--- src/rtl/step_motor_ramp_ctrl.sv ---
// rtl/step_motor_ramp_ctrl.sv - stepper driver: manual keys, position seek, linear speed ramp, clamped position
module step_motor_ramp_ctrl #(
    parameter int POS_WIDTH    = 16,
    parameter int LIMIT_POS    = 75,
    parameter int CNT_WIDTH    = 22,
    parameter int PERIOD_START = 2_000_000,
    parameter int PERIOD_FAST  = 900_000,
    parameter int PERIOD_SLOW  = 1_600_000,
    parameter int RAMP_STEP    = 100_000
) (
    input  logic                        clk,
    input  logic                        rst,
    input  logic                        engine_on,
    input  logic                        key_left,
    input  logic                        key_right,
    input  logic                        key_center,
    input  logic                        half_step,
    input  logic                        cmd_valid,
    input  logic signed [POS_WIDTH-1:0] cmd_target,
    output logic                        cmd_ready,
    output logic [3:0]                  step_out,
    output logic signed [POS_WIDTH-1:0] pos,
    output logic                        busy,
    output logic                        at_limit
);
    typedef enum logic [1:0] {S_IDLE, S_MANUAL, S_SEEK} state_t;

    localparam logic signed [POS_WIDTH-1:0] POS_LIM = POS_WIDTH'(LIMIT_POS);
    localparam logic signed [POS_WIDTH-1:0] NEG_LIM = -POS_LIM;
    localparam logic [CNT_WIDTH-1:0] START_P = CNT_WIDTH'(PERIOD_START);

    state_t                 state, state_nxt;
    logic signed [POS_WIDTH-1:0] tgt, tgt_nxt, seek_tgt, cmd_clamped, pos_nxt;
    logic [2:0]             phase, phase_nxt, phase_step;
    logic [3:0]             so_nxt;
    logic [CNT_WIDTH-1:0]   cnt, cnt_nxt, cnt_eff, period, period_nxt, per_eff, floor_p;
    logic [1:0]             last_dir, dir_nxt;
    logic                   man_req, seeking, up, dn, blocked, moving, reversal, fire;

    function automatic logic [3:0] coil_pattern(input logic [2:0] ph);
        case (ph)
            3'd0:    coil_pattern = 4'b1000;
            3'd1:    coil_pattern = 4'b1100;
            3'd2:    coil_pattern = 4'b0100;
            3'd3:    coil_pattern = 4'b0110;
            3'd4:    coil_pattern = 4'b0010;
            3'd5:    coil_pattern = 4'b0011;
            3'd6:    coil_pattern = 4'b0001;
            default: coil_pattern = 4'b1001;
        endcase
    endfunction

    assign man_req     = key_left ^ key_right;
    assign cmd_ready   = (state == S_IDLE) && !man_req && !key_center;
    assign busy        = (state != S_IDLE);
    assign at_limit    = (pos == POS_LIM) || (pos == NEG_LIM);
    assign floor_p     = engine_on ? CNT_WIDTH'(PERIOD_FAST) : CNT_WIDTH'(PERIOD_SLOW);
    assign cmd_clamped = (cmd_target > POS_LIM) ? POS_LIM :
                         (cmd_target < NEG_LIM) ? NEG_LIM : cmd_target;

    // Mode selection: manual keys beat centering, which beats a new command.
    always_comb begin
        state_nxt = state;
        seek_tgt  = tgt;
        seeking   = 1'b0;
        up        = 1'b0;
        dn        = 1'b0;
        if (man_req) begin
            state_nxt = S_MANUAL;
            up        = key_right;
            dn        = key_left;
        end else if (state == S_MANUAL) begin
            state_nxt = S_IDLE;
        end else if (key_center) begin
            seeking  = 1'b1;
            seek_tgt = '0;
        end else if (state == S_SEEK) begin
            seeking = 1'b1;
        end else if (cmd_valid) begin
            seeking  = 1'b1;
            seek_tgt = cmd_clamped;
        end
        if (seeking) begin
            state_nxt = S_SEEK;
            up        = seek_tgt > pos;
            dn        = seek_tgt < pos;
        end
    end

    assign tgt_nxt  = seeking ? seek_tgt : tgt;
    assign blocked  = (up && pos == POS_LIM) || (dn && pos == NEG_LIM);
    assign moving   = (up || dn) && !blocked;
    assign reversal = moving && (last_dir != 2'b00) && (last_dir != {dn, up});
    assign per_eff  = reversal ? START_P : ((period < floor_p) ? floor_p : period);
    assign cnt_eff  = reversal ? '0 : cnt;
    assign fire     = moving && (cnt_eff == per_eff - CNT_WIDTH'(1));

    // An odd phase in full-step mode takes a single index to land back on an even phase.
    always_comb begin
        if (half_step || phase[0])
            phase_step = up ? phase + 3'd1 : phase - 3'd1;
        else
            phase_step = up ? phase + 3'd2 : phase - 3'd2;
    end

    always_comb begin
        pos_nxt    = pos;
        phase_nxt  = phase;
        so_nxt     = step_out;
        cnt_nxt    = '0;
        period_nxt = per_eff;
        dir_nxt    = last_dir;
        if (moving) begin
            dir_nxt = {dn, up};
            if (fire) begin
                pos_nxt    = up ? pos + POS_WIDTH'(1) : pos - POS_WIDTH'(1);
                phase_nxt  = phase_step;
                so_nxt     = coil_pattern(phase_step);
                period_nxt = ({1'b0, per_eff} > {1'b0, floor_p} + (CNT_WIDTH + 1)'(RAMP_STEP)) ?
                             per_eff - CNT_WIDTH'(RAMP_STEP) : floor_p;
            end else begin
                cnt_nxt = cnt_eff + CNT_WIDTH'(1);
            end
        end else if (blocked) begin
            period_nxt = START_P;
            dir_nxt    = 2'b00;
        end
    end

    always_ff @(posedge clk) begin
        if (rst) begin
            state    <= S_IDLE;
            pos      <= '0;
            tgt      <= '0;
            phase    <= '0;
            step_out <= '0;
            cnt      <= '0;
            period   <= START_P;
            last_dir <= 2'b00;
        end else begin
            pos      <= pos_nxt;
            tgt      <= tgt_nxt;
            phase    <= phase_nxt;
            step_out <= so_nxt;
            if (seeking && pos_nxt == seek_tgt || state_nxt == S_IDLE) begin
                state    <= S_IDLE;
                cnt      <= '0;
                period   <= START_P;
                last_dir <= 2'b00;
            end else begin
                state    <= state_nxt;
                cnt      <= cnt_nxt;
                period   <= period_nxt;
                last_dir <= dir_nxt;
            end
        end
    end
endmodule

--- config.mk ---
export PLATFORM = sky130hd
export DESIGN_NAME = step_motor_ramp_ctrl
export DESIGN_NICKNAME = d
export VERILOG_FILES = /design/src/rtl/step_motor_ramp_ctrl.sv
export SDC_FILE = /design/constraint.sdc
export NUM_CORES = 1
export LEC_CHECK = 0
export BUFFER_PORTS_ARGS = -buffer_cell sky130_fd_sc_hd__buf_2
export CORE_MARGIN = 2
export CORE_UTILIZATION = 40
export DETAILED_ROUTE_END_ITERATION = 7
export HOLD_SLACK_MARGIN = 0.1
export SETUP_SLACK_MARGIN = 0.05
export SLEW_MARGIN = 25
export SYNTH_ARGS = -nofsm -noshare
export SYNTH_HDL_FRONTEND = slang
export SYNTH_SLANG_ARGS = --single-unit
--- constraint.sdc ---
create_clock -name clk -period 9.2 [get_ports clk]
set_input_delay 2.76 -clock clk [delete_from_list [all_inputs] [get_ports clk]]
set_output_delay 2.76 -clock clk [all_outputs]
set_load 0.01 [all_outputs]
### After elaboration in Yosys (flattened, before gate mapping)

Cells that the tools add are included.

* output and inout bits: 23
* input port bits: 24
* register bits after elaboration: 87

* bitwise operators: 2
* multiplexer cells: 36
* $lt $le $gt $ge: 6
* reductions and logical operators: 26
* add/subtract/negate cells: 10
* equal/unequal tests: 13

Operators with widths (number)
* 2-to-1 mux 16 bit: 10
* 2-to-1 mux 22 bit: 7
* equality test 16 x 8 -> 1 bit, second input constant: 2
* case mux 4 bit (7 select lines): 1
* adder 21 x 17 -> 22 bit, second input constant: 1
* adder 22 x 1 -> 22 bit, second input constant: 1
* equality test 22 bit: 1
* > comparator 22 bit: 1
* < comparator 22 x 21 -> 1 bit: 1
* subtractor 22 x 1 -> 22 bit, second input constant: 1
* subtractor 22 x 17 -> 22 bit, second input constant: 1
* 2-to-1 mux 21 bit: 1
* adder 16 x 2 -> 16 bit, second input constant: 1
* equality test 16 bit: 1
* > comparator 16 bit: 1
* > comparator 16 x 8 -> 1 bit, second input constant: 1
* < comparator 16 bit: 1
* < comparator 16 x 8 -> 1 bit, second input constant: 1
* subtractor 16 x 2 -> 16 bit, second input constant: 1
* 2-to-1 mux 2 bit: 5
* equality test 3 bit, second input constant: 3
* logical AND 1 bit: 9
* 2-to-1 mux 1 bit: 9
* 2-to-1 mux 3 bit: 3
* 19 further kinds: 29

### Depth between registers and ports, before layout

* word-level depth: 26
* mapped depth: 38
* mapped depth without buffers: 31

### Worst setup path before layout

No wires, ideal clock.

* path type: input -> register
* start: input port cmd_target[9]
* end: register period[13]
* path buffers: 5
* setup slack: -0.458 ns
* arrival time: 9.542 ns
* stages: 35
* library setup time: 0.116 ns
* required time: 9.084 ns
* cells stage by stage: nand4_1 -> nor3_1 -> o21ai_0 -> ha_1 -> clkbuf_1 -> o21ai_0 -> a22oi_1 -> inv_1 -> ha_1 -> nor2b_1 -> o211ai_1 -> a21oi_2 -> or3_4 -> o21a_2 -> a22o_1 -> nor2_1 -> nor2_1 -> nand2_1 -> ha_1 -> or3b_4 -> or4_1 -> a221o_1 -> o21ai_1 -> nand4_1 -> nor4_1 -> nand3_1 -> or2_1 -> buf_2 -> buf_6 -> o21ai_1 -> o2111ai_1 -> nor4_2 -> buf_4 -> buf_4 -> nor2_1

* word-level cells in the longest chain between the ends: 26

RTL lines
* start: declaration: line 19 `input logic signed [POS_WIDTH-1:0] cmd_target,`
* < comparator 16 x 8 -> 1 bit: line 59 `(cmd_target < NEG_LIM) ? NEG_LIM : cmd_target;`
* 2-to-1 mux 16 bit: line 59
* 2-to-1 mux 16 bit *: line 58 `assign cmd_clamped = (cmd_target > POS_LIM) ? POS_LIM :`
* 2-to-1 mux 16 bit *: line 79 `end else if (cmd_valid) begin`
* 2-to-1 mux 16 bit *: line 77 `end else if (state == S_SEEK) begin`
* 2-to-1 mux 16 bit *: line 74 `end else if (key_center) begin`
* 2-to-1 mux 16 bit *: line 72 `end else if (state == S_MANUAL) begin`
* 2-to-1 mux 16 bit *: line 68 `if (man_req) begin`
* via seek_tgt[1]: line 33 `logic signed [POS_WIDTH-1:0] tgt, tgt_nxt, seek_tgt, cmd_clamped, pos_nxt;`
* [... 10 more ...]
* equality test 22 bit: line 96 `assign fire = moving && (cnt_eff == per_eff - CNT_WIDTH'(1));`
* logical AND 1 bit: line 96
* 2-to-1 mux 16 bit: line 115 `if (fire) begin`
* 2-to-1 mux 16 bit: line 113 `if (moving) begin`
* equality test 16 bit: line 145 `if (seeking && pos_nxt == seek_tgt || state_nxt == S_IDLE) begin`
* logical AND 1 bit: line 145
* logical OR 1 bit: line 145
* OR reduction 2 bit (no line)
* end signal: assignment: line 153 `period <= period_nxt;`
* end: declaration: line 36 `logic [CNT_WIDTH-1:0] cnt, cnt_nxt, cnt_eff, period, period_nxt, per_eff, floor_p;`

Mark *: on every way through the listed nets, which the timed path passes. The rest lies on a longest branch.
A chain may end at the register's enable or synchronous reset.

### Worst setup path in the final report

* start: input port cmd_target[1]
* end: register period[19]

Same word-level chain as after synthesis.

==> impl_metrics.csv <==
group,metric,value,unit
status,run_status,"finished with violations",
status,violations,"setup timing",
hold_path,hold_path_class,"reg2reg",
pwr,powerDensity,156,nW/um^2
routing,first_pass_iters,5,
sta,finalMaxSlewViolations,0,
placed_design,hpwl,20600,microns
yosys,ys_warn_count,0,
yosys,synth_edf_count,0,
clock_tree,htree_levels,3,
yosys,ys_types,90,
layout,final_cells,1573,
layout,final_cell_mix,"161 x buf_4, 128 x nand2_1, 121 x nor2_1",
clock_tree,cts_tree,"done",
worst_setup_path,criticalPathCategory,"in2reg",
worst_setup_path,crit_arrival,9.65,ns
yosys,ys_seq_area_frac,0.213,
routing,routedWlPerCell,18.4,microns
worst_setup_path,cp-start-kind,"primary input",
worst_setup_path,slowest_delay,0.60,ns
die,die_w,147,microns
layout,n_fill_cell,1916,
sta,min_period,9.41,ns
placed_design,dp_slack,-0.784,ns
clock_tree,cts-root-buf,"clkbuf_16",
routing,antenna_left,0,
die,initial_core_util,0.406,
sta,final_hold_viol_count,0,
placed_design,gp_congestion,0.959,
sta,setup_slack,-0.210,ns
placed_design,placedCellCount,1510,
sta,maxSlewHeadroom,0.412,
die,io_pins,47,
clock_tree,ctsHoldBuffers,0,
worst_setup_path,cp.required,9.44,ns
routing,num_vias,9310,
routing,drc,0,
yosys,syn_nets,1205,
layout,antenna_cells,0,
layout,synthToLayoutAreaGrowth,31.1,%
die,die_h,147,microns
sta,post-route-period-util,1.02,
sta,setup_viol,47,
worst_setup_path,cp-end-kind,"flip-flop",
sta,tightest_slew,0.876,ns
sta,finalClockSkew,0.00842,ns
routing,postRouteWirelength,29000,microns
global_route,grt_antenna_before_repair,0,
clock_tree,clk_pin_slew_worst_paths,0.07,ns
worst_setup_path,cp_max_fo,6,
worst_setup_path,cpMostUsedCell,"buf_6",
sta,whs,0.450,ns
clock_tree,clkLatencyLatePin,0.36,ns
global_route,gr-usage-all-layers,0.260,
yosys,synth_ff_type,"dfxtp_1",
run,maxCapViolations,0,
placed_design,io_buffers,46,
yosys,synth_area_per_cell,7.28,sq um
die,core_region_area,20200,sq um
yosys,synthCells,1124,
pwr,ir_worst_vdd,0.111,mV
routing,via_per_inst,5.92,
routing,drt_iter0_drc,792,
global_route,grt_max_degree,44,
yosys,synth-seq-cells,87,
global_route,grt_first_pass_wirelength,45300,microns
pwr,p_total,1.68,mW
yosys,synth_area,8180,sq um
layout,layout_commonest_cell,"buf_4",
yosys,async_flop_share,0,
global_route,grt_pass1_vias,8764,
die,dieArea,21600,sq um
pwr,leakage,4.37,nW
global_route,grt-ovfl-total,0,
sta,final.setup.tns,-8.13,ns
worst_setup_path,cp_slowest_cell,"or4_4",
clock_tree,clkSinkCount,87,
die,rows,52,
sta,rsz0062_at_grt,"true",
clock_tree,cts_buffers,9,
clock_tree,cts_buffer_depth,2,
layout,post_route_cells_drive_above_1_share,0.262,
sta,max_freq,106,MHz
layout,nets,1379,
==> cell usage after synthesis, types with 14 or more instances <==
cell / instances / area [sq um]
nand2_1: 129 / 484
inv_1: 47 / 176
a211oi_1: 23 / 173
nor4_1: 21 / 131
clkbuf_1: 38 / 143
nor2_1: 130 / 488
ha_1: 55 / 688
nor2b_1: 18 / 113
nand3_1: 51 / 255
a211o_1: 14 / 123
nand4_1: 23 / 144
xor2_1: 17 / 149
dfxtp_1: 87 / 1740
xnor2_1: 52 / 455
o211ai_1: 25 / 188
o21ai_1: 16 / 80.1
a21oi_1: 57 / 285
o21ai_0: 43 / 215
nor3_1: 37 / 185
buf_2: 14 / 70.1
==> final timing paths <==
| check | from | slack [ns] | end | cells after the start |
|---|---|---|---|---|
| setup / recovery | cmd_target[1] | -0.21 | period[19]$_SDFF_PP1_ | 36 |
| hold / removal | step_out[0]$_SDFFE_PP0P_ | 0.45 | step_out[0]$_SDFFE_PP0P_ | 2 |
| setup reg to reg | state[0]$_SDFF_PP0_ | 2.05 | period[19]$_SDFF_PP1_ | 34 |
| hold reg to reg | step_out[0]$_SDFFE_PP0P_ | 0.45 | step_out[0]$_SDFFE_PP0P_ | 2 |
==> power breakdown <==
part	internal [mW]	switching (mW)	total [mW]
Clock	0.214	0.174	0.388
Combinational	0.365	0.484	0.850
Sequential	0.394	0.0449	0.439
==> sequential cells by signal (all words and copies together) (netlist names) <==
name	count
phase	3
pos	16
cnt	22
last_dir	2
period	22
tgt	16
step_out	4
state	2
==> logic make-up after synthesis <==
| family | count (synthesis) | synth area share |
|---|---|---|
| xor+xnor | 71 | 0.0794 |
| simple gates | 497 | 0.299 |
| fa+ha+maj | 57 | 0.0890 |
| mux | 15 | 0.0190 |
| buf+inv | 112 | 0.0592 |
| compound gates | 285 | 0.242 |
| flops | 87 | 0.213 |
==> metal layers <==
metal / vias up / global-route usage / wire length, microns
met5: - / 0 / 0
met4: 0 / 0.133 / 1280
met3: 91 / 0.0360 / 1930
met2: 381 / 0.437 / 13800
met1: 4399 / 0.327 / 12000
li1: 4439 / - / -
==> final cells by class <==
type | count | area (sq um) | area share
Clock buffer | 9 | 225 | 0.0210
Clock inverter | 7 | 78.8 | 0.00735
Inverter | 47 | 176 | 0.0164
Multi-Input combinational cell | 925 | 6410 | 0.597
Sequential cell | 87 | 1740 | 0.162
Tap cell | 270 | 338 | 0.0315
Timing Repair Buffer | 228 | 1760 | 0.164
==> metrics by stage <==
step                      area [sq um]   util
after global routing             10700  0.532
after global placement            9560  0.474
after detailed placement          9560  0.474
final                            10700  0.532
after CTS                        10200  0.506
after floorplan                   8280      -
==> timing repair <==
| item | in CTS | in global routing |
|---|---|---|
| pin swaps | 16 | 55 |
| resized for setup | 24 | 75 |
| endpoints found under the setup margin | 47 | 51 |
| cloned | 1 | 1 |
| buffers inserted | 28 | 18 |
==> critical path: cells and delay by family <==
kind | cells | cell delay (ns)
compound gates | 11 | 1.52
xor+xnor | 1 | 0.16
fa+ha+maj | 3 | 0.74
buf+inv | 6 | 0.86
mux | 1 | 0.31
simple gates | 14 | 3.27
(Power assumes the default switching activity.)
